$ cat src/rtl/sort_frame_controller_if.sv
// Bundle of the sample stream, sorter, and result stream signals around one sort_frame_controller.
// The controller uses the master modport; the sorter and the stream endpoints use the slave modport.
interface sort_frame_controller_if #(
  parameter int SLICES      = 8,
  parameter int SLICE_WIDTH = 16,
  parameter int INDEX_WIDTH = 8
);
  logic                           in_valid;
  logic                           in_ready;
  logic [SLICE_WIDTH-1:0]         in_data;

  logic                           sort_ready;
  logic                           sort_reset;
  logic [SLICES*SLICE_WIDTH-1:0]  sort_data;
  logic [SLICES*INDEX_WIDTH-1:0]  sort_index;
  logic                           sort_done;
  logic [SLICES*SLICE_WIDTH-1:0]  sort_data_out;
  logic [SLICES*INDEX_WIDTH-1:0]  sort_index_out;

  logic                           out_valid;
  logic                           out_ready;
  logic [SLICE_WIDTH-1:0]         out_data;
  logic [INDEX_WIDTH-1:0]         out_index;
  logic                           out_last;

  logic                           timeout_err;
  logic [15:0]                    frames_done;

  modport master (
    input  in_valid, in_data, sort_done, sort_data_out, sort_index_out, out_ready,
    output in_ready, sort_ready, sort_reset, sort_data, sort_index,
           out_valid, out_data, out_index, out_last, timeout_err, frames_done
  );

  modport slave (
    output in_valid, in_data, sort_done, sort_data_out, sort_index_out, out_ready,
    input  in_ready, sort_ready, sort_reset, sort_data, sort_index,
           out_valid, out_data, out_index, out_last, timeout_err, frames_done
  );
endinterface

$ cat src/rtl/sort_frame_controller.sv
// Frames serial samples for one bitonic sorter, launches it, waits for done (with timeout),
// clears it, and streams the OUT_COUNT largest entries with their arrival indices.
module sort_frame_controller #(
  parameter int SLICES      = 8,
  parameter int OUT_COUNT   = 2,
  parameter int TIMEOUT     = 1023,
  parameter int SLICE_WIDTH = 16,
  parameter int INDEX_WIDTH = 8
) (
  input  logic                   clk,
  input  logic                   reset,
  sort_frame_controller_if.master bus
);
  localparam int FILL_W = $clog2(SLICES);
  localparam int RD_W   = (OUT_COUNT > 1) ? $clog2(OUT_COUNT) : 1;
  localparam int WAIT_W = (TIMEOUT > 1) ? $clog2(TIMEOUT + 1) : 1;
  localparam int DW     = SLICES * SLICE_WIDTH;
  localparam int IW     = SLICES * INDEX_WIDTH;

  typedef enum logic [2:0] {FILL, LAUNCH, WAIT, CLEAR, DRAIN} state_e;

  state_e            state_q, state_d;
  logic [FILL_W-1:0] fill_cnt_q, fill_cnt_d;
  logic [RD_W-1:0]   rd_ptr_q, rd_ptr_d;
  logic [WAIT_W-1:0] wait_cnt_q, wait_cnt_d;
  logic              drop_q, drop_d;
  logic              out_valid_q, out_valid_d;
  logic              timeout_err_q, timeout_err_d;
  logic [15:0]       frames_done_q, frames_done_d;
  logic [DW-1:0]     frame_q, frame_d, res_data_q, res_data_d;
  logic [IW-1:0]     idx_q, idx_d, res_idx_q, res_idx_d;

  logic              rd_last;
  logic [FILL_W-1:0] rd_slot;

  assign rd_last = (rd_ptr_q == RD_W'(OUT_COUNT - 1));
  // Largest entries sit at the top slots, so the read walks down from SLICES-1.
  assign rd_slot = FILL_W'(SLICES - 1) - FILL_W'(rd_ptr_q);

  // NOTE: every variable gets its default before the case so no path can infer a latch.
  always_comb begin
    state_d       = state_q;
    fill_cnt_d    = fill_cnt_q;
    rd_ptr_d      = rd_ptr_q;
    wait_cnt_d    = wait_cnt_q;
    drop_d        = drop_q;
    out_valid_d   = out_valid_q;
    timeout_err_d = timeout_err_q;
    frames_done_d = frames_done_q;
    frame_d       = frame_q;
    idx_d         = idx_q;
    res_data_d    = res_data_q;
    res_idx_d     = res_idx_q;

    unique case (state_q)
      FILL: begin
        if (bus.in_valid) begin
          frame_d[int'(fill_cnt_q)*SLICE_WIDTH +: SLICE_WIDTH] = bus.in_data;
          idx_d[int'(fill_cnt_q)*INDEX_WIDTH +: INDEX_WIDTH]   = INDEX_WIDTH'(fill_cnt_q);
          if (fill_cnt_q == FILL_W'(SLICES - 1)) begin
            fill_cnt_d = '0;
            state_d    = LAUNCH;
          end else begin
            fill_cnt_d = fill_cnt_q + 1'b1;
          end
        end
      end
      LAUNCH: begin
        wait_cnt_d = '0;
        state_d    = WAIT;
      end
      WAIT: begin
        wait_cnt_d = wait_cnt_q + 1'b1;
        if (bus.sort_done) begin
          res_data_d = bus.sort_data_out;
          res_idx_d  = bus.sort_index_out;
          drop_d     = 1'b0;
          state_d    = CLEAR;
        end else if (wait_cnt_q == WAIT_W'(TIMEOUT)) begin
          timeout_err_d = 1'b1;
          drop_d        = 1'b1;
          state_d       = CLEAR;
        end
      end
      CLEAR: begin
        rd_ptr_d = '0;
        drop_d   = 1'b0;
        state_d  = drop_q ? FILL : DRAIN;
      end
      DRAIN: begin
        if (!out_valid_q) begin
          out_valid_d = 1'b1;
        end else if (bus.out_ready) begin
          if (rd_last) begin
            out_valid_d   = 1'b0;
            rd_ptr_d      = '0;
            frames_done_d = frames_done_q + 16'd1;
            state_d       = FILL;
          end else begin
            rd_ptr_d = rd_ptr_q + 1'b1;
          end
        end
      end
      default: state_d = FILL;
    endcase
  end

  always_ff @(posedge clk) begin
    if (reset) begin
      state_q       <= FILL;
      fill_cnt_q    <= '0;
      rd_ptr_q      <= '0;
      wait_cnt_q    <= '0;
      drop_q        <= 1'b0;
      out_valid_q   <= 1'b0;
      timeout_err_q <= 1'b0;
      frames_done_q <= '0;
      // NOTE: the buffers are a handful of flops, not RAM, so clearing them on reset is cheap
      // and guarantees no stale sample can ever leak into a later frame.
      frame_q       <= '0;
      idx_q         <= '0;
      res_data_q    <= '0;
      res_idx_q     <= '0;
    end else begin
      state_q       <= state_d;
      fill_cnt_q    <= fill_cnt_d;
      rd_ptr_q      <= rd_ptr_d;
      wait_cnt_q    <= wait_cnt_d;
      drop_q        <= drop_d;
      out_valid_q   <= out_valid_d;
      timeout_err_q <= timeout_err_d;
      frames_done_q <= frames_done_d;
      frame_q       <= frame_d;
      idx_q         <= idx_d;
      res_data_q    <= res_data_d;
      res_idx_q     <= res_idx_d;
    end
  end

  assign bus.in_ready    = (state_q == FILL);
  assign bus.sort_ready  = (state_q == LAUNCH);
  assign bus.sort_reset  = reset || (state_q == CLEAR);
  assign bus.sort_data   = frame_q;
  assign bus.sort_index  = idx_q;
  assign bus.out_valid   = out_valid_q;
  assign bus.out_last    = out_valid_q && rd_last;
  assign bus.out_data    = res_data_q[int'(rd_slot)*SLICE_WIDTH +: SLICE_WIDTH];
  assign bus.out_index   = res_idx_q[int'(rd_slot)*INDEX_WIDTH +: INDEX_WIDTH];
  assign bus.timeout_err = timeout_err_q;
  assign bus.frames_done = frames_done_q;
endmodule

$ cat src/flat_wrapper.sv
// flat-port wrapper written by rule: the top's interface ports become plain ports
module sort_frame_controller_flat 
#(
  parameter int SLICES      = 8,
  parameter int OUT_COUNT   = 2,
  parameter int TIMEOUT     = 1023,
  parameter int SLICE_WIDTH = 16,
  parameter int INDEX_WIDTH = 8
)
  (clk, reset, bus_in_valid, bus_in_data, bus_sort_done, bus_sort_data_out, bus_sort_index_out, bus_out_ready, bus_in_ready, bus_sort_ready, bus_sort_reset, bus_sort_data, bus_sort_index, bus_out_valid, bus_out_data, bus_out_index, bus_out_last, bus_timeout_err, bus_frames_done);
  sort_frame_controller_if #(.SLICES(SLICES), .SLICE_WIDTH(SLICE_WIDTH), .INDEX_WIDTH(INDEX_WIDTH)) bus_i ();
  input  logic clk;
  input  logic reset;
  input wire logic [$bits(bus_i.in_valid)-1:0] bus_in_valid;
  input wire logic [$bits(bus_i.in_data)-1:0] bus_in_data;
  input wire logic [$bits(bus_i.sort_done)-1:0] bus_sort_done;
  input wire logic [$bits(bus_i.sort_data_out)-1:0] bus_sort_data_out;
  input wire logic [$bits(bus_i.sort_index_out)-1:0] bus_sort_index_out;
  input wire logic [$bits(bus_i.out_ready)-1:0] bus_out_ready;
  output wire logic [$bits(bus_i.in_ready)-1:0] bus_in_ready;
  output wire logic [$bits(bus_i.sort_ready)-1:0] bus_sort_ready;
  output wire logic [$bits(bus_i.sort_reset)-1:0] bus_sort_reset;
  output wire logic [$bits(bus_i.sort_data)-1:0] bus_sort_data;
  output wire logic [$bits(bus_i.sort_index)-1:0] bus_sort_index;
  output wire logic [$bits(bus_i.out_valid)-1:0] bus_out_valid;
  output wire logic [$bits(bus_i.out_data)-1:0] bus_out_data;
  output wire logic [$bits(bus_i.out_index)-1:0] bus_out_index;
  output wire logic [$bits(bus_i.out_last)-1:0] bus_out_last;
  output wire logic [$bits(bus_i.timeout_err)-1:0] bus_timeout_err;
  output wire logic [$bits(bus_i.frames_done)-1:0] bus_frames_done;
  assign bus_i.in_valid = bus_in_valid;
  assign bus_i.in_data = bus_in_data;
  assign bus_i.sort_done = bus_sort_done;
  assign bus_i.sort_data_out = bus_sort_data_out;
  assign bus_i.sort_index_out = bus_sort_index_out;
  assign bus_i.out_ready = bus_out_ready;
  assign bus_in_ready = bus_i.in_ready;
  assign bus_sort_ready = bus_i.sort_ready;
  assign bus_sort_reset = bus_i.sort_reset;
  assign bus_sort_data = bus_i.sort_data;
  assign bus_sort_index = bus_i.sort_index;
  assign bus_out_valid = bus_i.out_valid;
  assign bus_out_data = bus_i.out_data;
  assign bus_out_index = bus_i.out_index;
  assign bus_out_last = bus_i.out_last;
  assign bus_timeout_err = bus_i.timeout_err;
  assign bus_frames_done = bus_i.frames_done;
  sort_frame_controller #(.SLICES(SLICES), .OUT_COUNT(OUT_COUNT), .TIMEOUT(TIMEOUT), .SLICE_WIDTH(SLICE_WIDTH), .INDEX_WIDTH(INDEX_WIDTH)) u_core (.clk(clk), .reset(reset), .bus(bus_i));
endmodule
$ cat config.mk
export PLATFORM = sky130hd
export DESIGN_NAME = sort_frame_controller_flat
export DESIGN_NICKNAME = d
export VERILOG_FILES = /design/src/rtl/sort_frame_controller_if.sv /design/src/rtl/sort_frame_controller.sv /design/src/flat_wrapper.sv
export SDC_FILE = /design/constraint.sdc
export NUM_CORES = 1
export LEC_CHECK = 0
export CAP_MARGIN = 20
export CORE_AREA = 8 8 171 173
export CTS_CLUSTER_SIZE = 12
export DETAILED_ROUTE_END_ITERATION = 16
export DIE_AREA = 0 0 179 181
export GPL_TIMING_DRIVEN = 0
export PLACE_DENSITY = 0.85
export SETUP_SLACK_MARGIN = 0.3
export SLEW_MARGIN = 20
export SYNTH_ARGS = -nofsm -noshare
export SYNTH_HDL_FRONTEND = slang
export SYNTH_SLANG_ARGS = --single-unit
$ cat constraint.sdc
create_clock -name clk -period 4 [get_ports clk]
set_clock_uncertainty 0.15 [all_clocks]
set_input_delay 0.8 -clock clk [delete_from_list [all_inputs] [get_ports clk]]
set_output_delay 0.8 -clock clk [all_outputs]
set_load 0.05 [all_outputs]
Yosys cells after proc, flatten, opt, wreduce, memory -nomap -nowiden --
Index checks and enable logic that the tools add are counted.
Storage, ports and cells: input bits 213, word-level logic and storage cells 74, output and inout bits 238, register bits after elaboration 420
Cells by class: shift-type cells 6, reductions and logical operators 13, add/subtract/negate cells 7, bitwise logic cells 1, equal/unequal tests 12, mux-type cells 23
Operators with widths (number):
- 128-bit bitwise mux | 1
- 16-bit by 33-bit variable shift with 128-bit output, first input constant | 1
- 128-bit by 8-bit variable part select with 16-bit output | 1
- 16-bit by 33-bit variable part select with 128-bit output | 1
- 64-bit bitwise mux | 1
- 8-bit by 33-bit variable shift with 64-bit output, first input constant | 1
- 64-bit by 7-bit variable part select with 8-bit output | 1
- 8-bit by 33-bit variable part select with 64-bit output | 1
- 6-bit negator with 33-bit output | 1
- 7-bit negator with 33-bit output | 1
- 3-bit 2-to-1 mux | 9
- 10-bit one-hot mux with 2 select lines | 1
- 16-bit by 1-bit adder with 16-bit output, second input constant | 1
- 3-bit one-hot mux with 5 select lines | 1
- 10-bit by 1-bit adder with 10-bit output, second input constant | 1
- 10-bit equality test, second input constant | 1
- 1-bit 2-to-1 mux | 8
- 3-bit by 2-bit equality test with 1-bit output, second input constant | 2
- 3-bit equality test, second input constant | 2
- 2-bit by 1-bit != test with 1-bit output, second input constant | 3
- 2-bit AND reduction | 3
- 3-bit AND reduction | 2
- 6-bit AND reduction | 1
- 2-bit nonzero test | 3
- 12 further kinds | 14

Logic depth before layout (Yosys ltp) --
Gate-level depths: netlist (run 1).
depth in word-level cells 5, mapped depth 11, gate-level depth less buffers 7

Least setup slack after synthesis (run 1) --
Ideal clock, no wire load.
path type input port to output port, start input reset, end output bus_sort_reset, path buffers 3, stages on the path 4, path slack 1.129 ns, arrival time 1.921 ns, required time 3.050 ns, path through clkbuf_1 clkbuf_1 clkbuf_1 a21o_1
Between the ends: longest elaborated chain between the ends 1
RTL lines:
- start: declaration | RTL line flat_wrapper.sv:13 | input logic reset;
- 1-bit logical OR | RTL line sort_frame_controller.sv:142 | assign bus.sort_reset = reset || (state_q == CLEAR);
- end: declaration | RTL line flat_wrapper.sv:22 | output wire logic [$bits(bus_i.sort_reset)-1:0] bus_sort_reset;
No other way between the ends.

Worst setup path after layout (run 1) --
start register u_core.rd_ptr_q, in the netlist u_core.rd_last, end output bus_out_index[2]
Between the ends: longest elaborated chain between the ends 2
RTL lines:
- start: declaration | RTL line sort_frame_controller.sv:24 | logic [RD_W-1:0] rd_ptr_q, rd_ptr_d;
- start signal: assignment | RTL line sort_frame_controller.sv:127 | rd_ptr_q <= rd_ptr_d;
- 1-bit by 2-bit subtractor with 3-bit output | RTL line sort_frame_controller.sv:38 | assign rd_slot = FILL_W'(SLICES - 1) - FILL_W'(rd_ptr_q);
- 64-bit by 7-bit variable part select with 8-bit output | RTL line sort_frame_controller.sv:148 | assign bus.out_index = res_idx_q[int'(rd_slot)*INDEX_WIDTH +: INDEX_WIDTH];
- end: declaration | RTL line flat_wrapper.sv:27 | output wire logic [$bits(bus_i.out_index)-1:0] bus_out_index;
No other way between the ends.

==> results of run 1 <==
==> routing by layer <==
layer	vias up	track usage [%]	wire length, um
met4	0	6.75	1120
met5	-	0	0
met1	4477	23.2	13400
met2	432	35.2	16900
met3	82	5.78	3430
li1	4507	-	-
==> metrics by stage <==
stage | cell area (um2) | instances | power [W] | TNS, ns | util (%)
finish | 13700 | 1834 | 0.00525 | 0 | 51.8
global route | 13700 | 1834 | 0.00541 | 0 | 51.8
CTS | 13700 | 1834 | 0.00528 | 0 | 51.8
detailed placement | 12900 | 1791 | 0.00291 | -0.223 | 48.6
global placement | 12900 | 1791 | 0.00291 | -0.155 | 48.6
floorplan | 9960 | 1200 | 0.00275 | 0 | -
==> layout make-up <==
| cell class | count | area share [%] |
|---|---|---|
| plain buffers | 140 | 5.77 |
| well taps | 341 | 3.11 |
| clock inverters | 7 | 0.738 |
| inverters | 6 | 0.164 |
| repair buffers | 250 | 18.2 |
| flip-flops and latches | 236 | 34.4 |
| multi-input cells | 818 | 32.2 |
| clock buffers | 36 | 5.45 |
==> power groups by stage <==
stage,sequential (W),combinational (W),clock [W]
after detailed placement,0.00243,0.000485,0
after global placement,0.00243,0.000479,0
after floorplan,0.00247,0.000276,0
after CTS,0.00237,0.000487,0.00241
final,0.00237,0.000492,0.00238
after global routing,0.00238,0.000516,0.00252
==> kinds of logic (layout without fill, tap and decap cells) <==
| kind of cell | count (synthesis) | in the layout | share of synthesized area [%] |
|---|---|---|---|
| compound gates | 225 | 225 | 12.0 |
| mux | 45 | 45 | 4.92 |
| flops | 236 | 236 | 48.2 |
| buf+inv | 146 | 439 | 8.24 |
| simple gates | 493 | 493 | 25.1 |
| fa+ha+maj | 7 | 7 | 0.893 |
| xor+xnor | 8 | 8 | 0.714 |
| other cells | 1 | 40 | 0.0382 |
==> worst register-to-register path: cells and delay by family (launching register included) <==
kind | cells | cell delay [ns]
buffers and inverters | 4 | 1.09
and+or+nand+nor | 3 | 0.81
adders and majority gates | 2 | 0.69
DFF | 1 | 0.33
AOI/OAI and AO/OA | 1 | 0.07
==> cell usage after synthesis (all sizes together) (2+ instances only) <==
cell,count
o31ai,6
buf,71
and3,4
or4,8
or3,6
nand2b,53
clkbuf,69
mux2,26
nor2,42
and4,4
a211oi,2
nor3b,5
nand3,127
nor4,9
xnor2,4
nor3,8
nor2b,3
nand4,6
a41oi,2
nor4b,2
or3b,3
and2,7
ha,7
mux2i,19
a31oi,3
dfxtp,236
o21ai,59
a21oi,147
nand2,202
xor2,4
inv,5
==> worst max-delay path by stage <==
| stage | startpoint | endpoint | slack [ns] | cells past startpoint |
|---|---|---|---|---|
| 3_3_place_gp | reset | bus_sort_reset | -0.15 | 5 |
| 6_report | u_core.rd_last | bus_out_index[2] | 0.41 | 4 |
| 5_1_grt | reset | bus_sort_reset | 0.33 | 5 |
| 2_1_floorplan | reset | bus_sort_reset | 1.13 | 4 |
| 3_5_place_dp | reset | bus_sort_reset | -0.22 | 5 |
| 4_1_cts | u_core.rd_last | bus_out_index[2] | 0.43 | 4 |
==> state kept, by name, indices dropped and copies added, names as in the netlist <==
register	flops
u_core.fill_cnt_q	3
u_core.state_q	3
u_core.bus.out_valid	1
u_core.bus.timeout_err	1
u_core.drop_q	1
u_core.res_idx_q	16
u_core.rd_last	1
u_core.bus.sort_index	24
u_core.res_data_q	32
u_core.bus.sort_data	128
u_core.bus.frames_done	16
u_core.wait_cnt_q	10
==> repair_timing <==
item,4_1_cts,5_1_grt
endpoints found under the setup margin,20,0
hold buffers,0,0
gates resized for setup,7,0
==> qor.csv, run 1 <==
metric,value,unit
Mapped Cells,1161,
Placeable Area,26500,um2
critical path class,reg2out,
Setup Buffers After CTS,0,
Crit Path Max Fanout,10,
Pint,0.00394,W
CP Data Required Time,3.05,ns
Synth top area share,48.2,%
FF-to-FF setup slack,0.73,ns
io pins,451,
Worst Setup End Kind,primary output,
Post-Place Worst Slack,-0.223,ns
port bufs,250,
row cnt,60,
r2r endpoint,u_core.bus.sort_data[93],
Clock Power Share,45.3,%
CP Cell Sequence,"clkbuf_2, buf_2, mux2_2, clkdlybuf4s50_1",
sequential share of power,45.3,%
post-route ant nets,0,
slew margin rel.,44.1,%
RSZ-0062 raised after global routing,false,
final hold slack,0.302,ns
Yosys warnings,0,
Vias,9498,
peak supply drop,0.000321,V
Layout area overhead,40.1,%
worst slew pin tran,0.832,ns
share of layout cells above drive strength 1,10.2,%
Hold EP,u_core.bus.sort_index[10],
async set-reset flop share out of synthesis,0,%
syn avg cell area,8.45,um2
Most used DFF post-synth,dfxtp_1,
vias per std cell,5.18,
status,"complete, no violations",
hold_sp,u_core.bus.sort_index[10],
Final Hold Fails,0,
first-pass GRT wire length,52.5,mm
Post-synth EDFFs,0,
R2R depth,10,
MaxCap Viol Count,0,
width of the die,179,um
f_max,279,MHz
max-slew violation count,0,
Psw,0.00130,W
Register Area,4720,um2
Setup-failing EPs final,0,
CP peak stage delay,0.72,ns
number of clock sinks,236,
Worst Path Buf+Inv,3,
crit start category,flop,
worst-skew pair later-pin latency,0.53,ns
CTS Buffer Depth,3,
antenna violations before repair,0,
worst r2r src,u_core.fill_cnt_q[0],
setup ws final,0.411,ns
fin crit period,3.59,ns
largest net degree at the start of global routing,14,
H-tree levels,1,
DRC,0,
post-detail-place hpwl,26.0,mm
Unique masters post-synth,51,
Num CTS Buffers,26,
cell area after synthesis,9810,um2
"top cells by area, synth","dfxtp_1 48%, nand2_1 7.7%, a21oi_1 7.5%, nand3_1 6.5%, nand2b_1 3.4%",
diode count,0,
Sw Ratio,24.8,%
Final Routed Wirelength,34.8,mm
Cell Pwr Density,382,nW/um2
placer congestion estimate,0.841,
Die Footprint,32400,um2
WL/cell,19.0,um
Critical Path AT,2.64,ns
final net count,1698,
CTS tree,yes,
Hold Crit Class,reg2reg,
Worst Hold Path Cells,2,
Leak Pwr,4.87,nW
Total Routing Usage GR,20.2,%
fillers,2425,
flip-flop and latch count after synthesis,236,
initial cell density of the core,37.0,%
final cycle utilization of the critical path,89.7,%
clk root buf,clkbuf_16,
sequential area share after synthesis,48.2,%
aggregate global routing overflow,0,
"commonest non-fill, non-tap cell in the layout",clkdlybuf4s50_1,
"CTS clk-pin slew, worst paths",0.06,ns
Comb power frac,9.4,%
Initial DRC Count,761,
post-synth top area cell,dfxtp_1,
"CP delay by family, top",buffers and inverters,
router iterations before antenna repair,7,
Multi-input gate area,4420,um2
critical path's slowest cell,clkdlybuf4s50_1,
Vert. Die Dim,181,um
number of global-route vias before repair,9262,
most frequent cells in the layout,"248 x clkdlybuf4s50_1, 236 x dfxtp_1, 202 x nand2_1",
Note: power is estimated with default switching activity, not from simulation.
==> run 2: changes to the inputs <==
--- a/config.mk
+++ b/config.mk
@@ -7,11 +7,13 @@
 export LEC_CHECK = 0
 export CAP_MARGIN = 20
 export CORE_AREA = 8 8 171 173
+export CTS_CLUSTER_DIAMETER = 150
 export CTS_CLUSTER_SIZE = 12
 export DETAILED_ROUTE_END_ITERATION = 16
 export DIE_AREA = 0 0 179 181
+export DONT_BUFFER_PORTS = 1
 export GPL_TIMING_DRIVEN = 0
-export PLACE_DENSITY = 0.85
+export PLACE_DENSITY = 0.63
 export SETUP_SLACK_MARGIN = 0.3
 export SLEW_MARGIN = 20
 export SYNTH_ARGS = -nofsm -noshare
==> qor.csv, run 2 (synthesis results as in run 1) <==
metric,value,unit
"commonest non-fill, non-tap cell in the layout",dfxtp_1,
diode count,0,
post-detail-place hpwl,24.1,mm
worst slew pin tran,0.927,ns
"CP delay by family, top",buffers and inverters,
most frequent cells in the layout,"236 x dfxtp_1, 202 x nand2_1, 147 x a21oi_1",
largest net degree at the start of global routing,13,
Critical Path AT,2.45,ns
f_max,294,MHz
antenna violations before repair,0,
Cell Pwr Density,431,nW/um2
Final Util,41.5,%
Die Footprint,32400,um2
Setup-failing EPs final,0,
critical path's slowest cell,buf_1,
Crit. path cell count,3,
vias per std cell,5.21,
MaxCap Viol Count,0,
max reg flops,128,
final cycle utilization of the critical path,85.0,%
CP Data Required Time,3.05,ns
port bufs,0,
share of layout cells above drive strength 1,11.1,%
WL/cell,20.8,um
Placeable Area,26500,um2
router iterations before antenna repair,5,
worst-skew pair later-pin latency,0.52,ns
clk root buf,clkbuf_16,
Total Routing Usage GR,19.4,%
Num CTS Buffers,23,
critical path class,reg2out,
fillers,2679,
Worst Path Buf+Inv,2,
final net count,1445,
row cnt,60,
Worst Setup End Kind,primary output,
crit start category,flop,
Vias,8154,
initial cell density of the core,37.0,%
Initial DRC Count,466,
cts hold-fix bufs,0,
status,"complete, no violations",
R2R depth,10,
number of global-route vias before repair,8068,
aggregate global routing overflow,0,
Vert. Die Dim,181,um
CP peak stage delay,0.57,ns
io pins,451,
dpl cells,1541,
"CTS clk-pin slew, worst paths",0.06,ns
CTS Buffer Depth,3,
placer congestion estimate,0.826,
"Cell Area, Placed",10400,um2
peak supply drop,0.000352,V
Crit Path Max Fanout,10,
RSZ-0062 raised after global routing,false,
Final Hold Fails,0,
Hold Crit Class,in2reg,
CTS tree,yes,
Worst Hold Path Cells,2,
H-tree levels,1,
cell area after layout,11000,um2
total negative setup slack,0,ns
Layout area overhead,12.2,%
post-route ant nets,0,
max-slew violation count,0,
DRC,0,
fin crit period,3.40,ns
Final Routed Wirelength,32.5,mm
number of clock sinks,236,
width of the die,179,um
CP Cell Sequence,"clkbuf_1, buf_1, mux2_2",
Leak Pwr,3.87,nW
slew margin rel.,37.8,%
"non-filler cells, final",1566,
first-pass GRT wire length,49.4,mm
-- run 2: cell types whose count changed in the layout (fill, tap and decap cells not counted), sizes merged, moves of 2 or more --
cell	previous run	this run
clkinvlp	2	0
clkdlybuf4s50	248	0
clkinv	4	1
dlygate4sd2	2	0
clkbuf	105	92
-- run 2: timing repair --
item                       4_1_cts  5_1_grt
gates resized for setup          0        2
buffers inserted                 0        0
setup endpoints to repair        0        1
-- run 2: layer usage --
metal | wire length, um | GRT usage, %
met5 | 0 | 0
met4 | 1020 | 6.15
met3 | 3970 | 8.40
met2 | 15000 | 31.9
met1 | 12500 | 22.2
-- run 2: area by class of cell --
cell class	instances	area [um2]	share of cell area (%)
clock inverters	2	38.8	0.353
plain buffers	140	787	7.15
clock buffers	23	576	5.23
multi-input cells	818	4430	40.2
inverters	6	22.5	0.205
well taps	341	427	3.88
flip-flops and latches	236	4720	42.9
-- run 2: worst paths after layout --
kind	startpoint	end	slack, ns
max	u_core.rd_last	bus_out_data[0]	0.60
min	bus_sort_index_out[54]	u_core.res_idx_q[54]	0.27
max reg2reg	u_core.fill_cnt_q[0]	u_core.bus.sort_data[29]	0.82
min reg2reg	u_core.res_data_q[103]	u_core.res_data_q[103]	0.30
-- run 2: metrics by stage --
stage	hold WS (ns)	total power (W)	worst slack, ns
2_1_floorplan	0.276	0.00275	1.13
3_3_place_gp	0.289	0.00283	0.297
3_5_place_dp	0.295	0.00283	0.328
4_1_cts	0.243	0.00479	0.321
5_1_grt	0.249	0.00490	0.433
6_report	0.267	0.00475	0.598
-- run 2: report_power, final --
| part | internal [W] | total, W | switching [W] |
|---|---|---|---|
| Combinational | 0.0000877 | 0.000359 | 0.000272 |
| Clock | 0.00108 | 0.00196 | 0.000884 |
| Sequential | 0.00236 | 0.00242 | 0.0000579 |
| Total | 0.00353 | 0.00475 | 0.00121 |
